## config.mk

```make
export PLATFORM = sky130hd
export DESIGN_NAME = param_updown_counter
export DESIGN_NICKNAME = d
export VERILOG_FILES = /design/src/rtl/param_updown_counter.sv
export SDC_FILE = /design/constraint.sdc
export NUM_CORES = 1
export LEC_CHECK = 0
export CAP_MARGIN = 20
export CELL_PAD_IN_SITES_DETAIL_PLACEMENT = 1
export CELL_PAD_IN_SITES_GLOBAL_PLACEMENT = 1
export CORE_MARGIN = 2
export CORE_UTILIZATION = 36
export CTS_BUF_LIST = sky130_fd_sc_hd__clkbuf_4 sky130_fd_sc_hd__clkbuf_8
export DETAILED_ROUTE_END_ITERATION = 8
export PLACE_DENSITY_LB_ADDON = 0.2
export SETUP_SLACK_MARGIN = 0.15
export SLEW_MARGIN = 5
export SYNTH_ARGS = -nofsm -noshare
export SYNTH_HDL_FRONTEND = slang
export SYNTH_SLANG_ARGS = --single-unit
```

## constraint.sdc

```tcl
create_clock -name CP -period 3.8 [get_ports CP]
set_clock_uncertainty 0.2 [all_clocks]
set_input_delay 0.76 -clock CP [delete_from_list [all_inputs] [get_ports CP]]
set_output_delay 0.76 -clock CP [all_outputs]
set_load 0.02 [all_outputs]
```

## src/rtl/param_updown_counter.sv

```systemverilog
// -----------------------------------------------------------------------------
// param_updown_counter
//
// Parametrised synchronous up/down counter with runtime-programmable terminal
// value. It counts 0..M (modulus M+1) in either direction and provides a
// parallel load, a synchronous clear, a ripple-cascade output and a registered
// wrap pulse. With M = 2^WIDTH-1 and UD = 1 it behaves as a plain binary
// counter, matching the earlier 4-bit 161-style part.
//
// Parameters:
//   WIDTH  counter width in bits (>= 1)
//
// Ports:
//   CP   in   clock, all state changes on its rising edge
//   CR   in   synchronous active-high clear, highest priority
//   D    in   parallel load data
//   M    in   terminal value of the count sequence
//   Ld   in   synchronous parallel load, active-low
//   CTT  in   count enable T, also gates Co (cascade input)
//   CTP  in   count enable P
//   UD   in   direction, 1 = up, 0 = down
//   Q    out  registered count value
//   Co   out  combinational terminal-count / cascade output
//   Wr   out  registered one-cycle pulse following an actual wrap
// -----------------------------------------------------------------------------
module param_updown_counter #(
   parameter int WIDTH = 4
) (
   input  logic             CP,
   input  logic             CR,
   input  logic [WIDTH-1:0] D,
   input  logic [WIDTH-1:0] M,
   input  logic             Ld,
   input  logic             CTT,
   input  logic             CTP,
   input  logic             UD,
   output logic [WIDTH-1:0] Q,
   output logic             Co,
   output logic             Wr
);

   logic [WIDTH-1:0] q_reg;
   logic [WIDTH-1:0] q_next;
   logic             wr_reg;
   logic             wr_next;

   logic             at_zero;
   logic             at_term;
   logic             above_term;

   assign at_zero    = (q_reg == '0);
   assign at_term    = (q_reg == M);
   assign above_term = (q_reg > M);

   // Next-state selection. Clear and load are resolved in the register
   // process; this block only covers counting and holding.
   always_comb begin
      q_next  = q_reg;
      wr_next = 1'b0;
      if (CTT && CTP) begin
         if (UD) begin
            // Up: reaching or exceeding the terminal value wraps to zero.
            if (at_term || above_term) begin
               q_next  = '0;
               wr_next = 1'b1;
            end else begin
               q_next = q_reg + 1'b1;
            end
         end else begin
            // Down: zero wraps to M. A value above M (e.g. after a load
            // of D > M or a lowered M) snaps back to M without flagging
            // a wrap, since no full cycle was completed.
            if (at_zero) begin
               q_next  = M;
               wr_next = 1'b1;
            end else if (above_term) begin
               q_next = M;
            end else begin
               q_next = q_reg - 1'b1;
            end
         end
      end
   end

   always_ff @(posedge CP) begin
      if (CR) begin
         q_reg  <= '0;
         wr_reg <= 1'b0;
      end else if (!Ld) begin
         q_reg  <= D;
         wr_reg <= 1'b0;
      end else begin
         q_reg  <= q_next;
         wr_reg <= wr_next;
      end
   end

   // Co ignores CTP so a chain of stages ripples through the CTT inputs.
   assign Co = CTT & (UD ? at_term : at_zero);
   assign Q  = q_reg;
   assign Wr = wr_reg;

endmodule

```

# After elaboration in Yosys (flattened, before gate mapping)
# Cells that the tools add are included.
# totals
ff_bits,5
# classes
n_addsub,2
n_lt_le_gt_ge,1
n_eq_ne,2
mux,10
bitwise_logic,3
reduce_logical,4
# op_table
cell,count
two-way mux 4 bit,6
adder 4 x 1 -> 4 bit (second input constant),1
equality test 4 bit,1
> comparator 4 bit,1
logical NOT 4 bit,1
two-way mux 1 bit,4
subtractor 4 x 1 -> 4 bit (second input constant),1
OR reduction 3 bit,1
inequality test 2 x 1 -> 1 bit (second input constant),1
inverter 1 bit,2
AND 1 bit,1
logical AND 1 bit,1
logical OR 1 bit,1

# Longest topological paths before layout
# depth
word_depth,6
mapped_depth,7

# Worst setup path before layout
# No wires, ideal clock.
# synth_path
path_type,input -> output
from,input port M[3]
to,output port Co
arrival_time_ns,1.679
t_required_ns,2.840
path_slack_ns,1.161
cell_stages,6
path_cell_list,inv_1 > ha_1 > and4_4 > nand2_1 > o21ai_0 > and2_1
# synth_between
elab_chain_len,3
# synth_rtl
item,line,rtl
"start, declared",32,"input logic [WIDTH-1:0] M,"
equality test 4 bit,52,assign at_term = (q_reg == M);
two-way mux 1 bit,99,assign Co = CTT & (UD ? at_term : at_zero);
AND 1 bit,99,
"end, declared",38,"output logic Co,"
# No other way between the ends.

# Final worst setup path
# Same ends and word-level chain as after synthesis.

==> summary.txt <==
Timing
  – Final Critical Period: 3.41 ns
  – Final Hold Vio Count: 0
  – Max Clk Rate: 293 MHz
  – Rel. slew slack: 67.9%
  – Max Slew Vio Count: 0
  – Setup TNS: 0 ns
  – Final period util: 89.7%
  – Worst setup margin: 0.392 ns
  – Least-Margin Pin Slew: 0.481 ns
  – Setup violators final: 0
  – RSZ-0062 raised after global routing: false
  – Worst hold slack: 0.555 ns

Run
  – Total of max-cap violations: 0

Yosys
  – Syn Nets: 97
  – Seq/Total Area, Yosys: 16.2%
  – Post-synthesis register bit count: 5
  – Area leader, netlist: dfxtp_1
  – Synth warnings: 0
  – Cells after Synth: 77
  – Synthesized area: 617 um^2
  – Netlist cell types: 38
  – Mean area per synthesized cell: 8.01 um^2
  – Asr flop ratio synth: 0%
  – Most numerous cell in the Yosys netlist: nand2_1
  – Top cells by area, synth: dfxtp_1 16%, ha_1 12%, nand2_1 4.9%, inv_1 4.3%, xnor2_1 4.3%
  – Yosys top cell area share: 16.2%
  – Ys flop type: dfxtp_1
  – Post-synth top cells: 8 x nand2_1, 7 x inv_1, 6 x ha_1
  – Post-synth EDFFs: 0

Worst setup path
  – Worst setup SP type: primary input
  – Critical path class: in2out
  – Worst Path Arrival: 2.45 ns
  – WP data required: 2.84 ns
  – Reg2reg path depth: 7
  – CP max FO: 4
  – CP Capture Type: output pin

Die
  – Die Span Y: 45.4 um
  – I/O Pins: 20
  – Placeable Area: 0.00156 mm^2
  – Die X: 45.4 um
  – Site Rows: 14
  – Full die area: 0.00206 mm^2
  – Initial Util: 39.6%

Routing
  – Routed wire length: 1.74 mm
  – DR pass1 iterations: 3
  – M1 wire length: 800 um
  – Max Used Layer: met4
  – Routed met3 length: 64 um
  – Avg WL per Cell: 15.3 um
  – Met2 routed WL: 864 um
  – DRC viols: 0
  – Final ANT Viol Nets: 0
  – Drt initial violations: 5
  – Vias: 648
  – Vias/cell: 5.68

GRT
  – Pin count of the biggest net entering global routing: 14
  – Initial antenna violation count: 0
  – Total GRT Usage: 20.9%
  – First-pass GRT wire length: 2.97 mm
  – Vias in the first global route: 659
  – Total gr overflow: 0

Cells and area
  – Fraction of layout cells with a size suffix above 1: 15.3%
  – Final #Nets: 119
  – Final std cells w/o fill: 114
  – Diodes inserted: 0
  – P&R area growth vs syn: 36.3%

Place
  – Gpl congestion: 0.826
  – Setup slack at placement: 0.126 ns
  – Hpwl dp: 1.35 mm
  – Port Buf Inserts: 19
  – DP Cell Count: 110

Clock network
  – Reg clk slew, reported paths: 0.04 ns
  – Worst-Skew Late Latency: 0.25 ns
  – Num CTS Buffers: 3
  – CTS max path bufs: 2
  – Max H-tree Level: 1
  – Root buffer cell: clkbuf_4
  – CTS tree: yes
  – CTS Sinks: 5

Pwr
  – Peak supply drop: 0.189 mV
  – Final Total Pwr: 315 uW
  – Pleak: 0.000361 uW
  – Power Dens Cells: 375 mW/mm^2

Worst hold path
  – Type of the tightest min-delay check: reg2reg
  – Hold depth: 3

Outcome
  – Status: finished clean
==> stage by stage <==
step	utilization (%)	area, um^2
2_1_floorplan	-	617
3_3_place_gp	52.1	812
3_5_place_dp	52.1	812
4_1_cts	53.9	841
5_1_grt	53.9	841
6_report	53.9	841
==> per-layer routing <==
layer / vias to the layer above / track usage [%]
li1: 328 / -
met1: 304 / 25.4
met2: 14 / 34.1
met3: 2 / 4.76
met4: 0 / 10.6
met5: - / 0
==> final timing paths <==
path              from  endpoint  slack (ns)
hold / removal    Q[3]      Q[3]        0.55
setup reg to reg  Q[0]      Q[2]        1.52
hold reg to reg   Q[3]      Q[3]        0.55
setup / recovery  M[3]        Co        0.39
==> logic make-up (layout without fill, tap and decap cells) <==
| kind of cell | after synthesis | in the layout | synth area share, % |
|---|---|---|---|
| simple gates | 27 | 27 | 24.3 |
| compound gates | 24 | 24 | 30.8 |
| buf+inv | 9 | 30 | 6.69 |
| fa+ha+maj | 6 | 6 | 12.2 |
| flops | 5 | 5 | 16.2 |
| xor+xnor | 4 | 4 | 5.68 |
| mux | 2 | 2 | 4.06 |
==> flip-flops by register name, summed over array words and instances, names as in the netlist <==
signal / flops
Wr: 1
Q: 4
==> power breakdown <==
part	switching, uW	leakage [uW]	internal [uW]	total (uW)
sequential	14.7	0.0000413	59.7	74.4
combinational	87.4	0.000301	82.0	169
clock	24.6	0.0000184	47.0	71.6
total	127	0.000361	189	315
==> worst max-delay path, stage by stage <==
cell and delay, ns:
clkdlybuf4s50_1 0.45, inv_1 0.06, ha_1 0.34, and4_4 0.27
nand2_1 0.05, o21ai_0 0.07, and2_1 0.13, dlygate4sd2_1 0.32
==> final cells by class <==
| cell class | instances | area [um^2] |
|---|---|---|
| clock buffers | 4 | 30.0 |
| well taps | 16 | 20.0 |
| multi-input cells | 63 | 475 |
| flip-flops and latches | 5 | 100 |
| inverters | 7 | 26.3 |
| fillers | 203 | 718 |
| repair buffers | 19 | 189 |
==> cell usage in the layout, fill, tap and decap left out, drive strengths merged, types with 2 or more instances in the layout <==
cell / instances
clkdlybuf4s50: 18
o21ai: 4
a311oi: 2
o211a: 2
inv: 7
nand3: 4
nand3b: 2
ha: 6
a21oi: 5
nand2: 10
xnor2: 3
clkbuf: 4
a211oi: 3
dfxtp: 5
nor2: 5
==> what timing repair did <==
action,in CTS,in global routing
hold buffers,0,0
resized for setup,1,0
endpoints found under the hold margin,0,0
buffers inserted,0,0
setup endpoints to repair,1,0
Power figures use the tool's default switching activity.
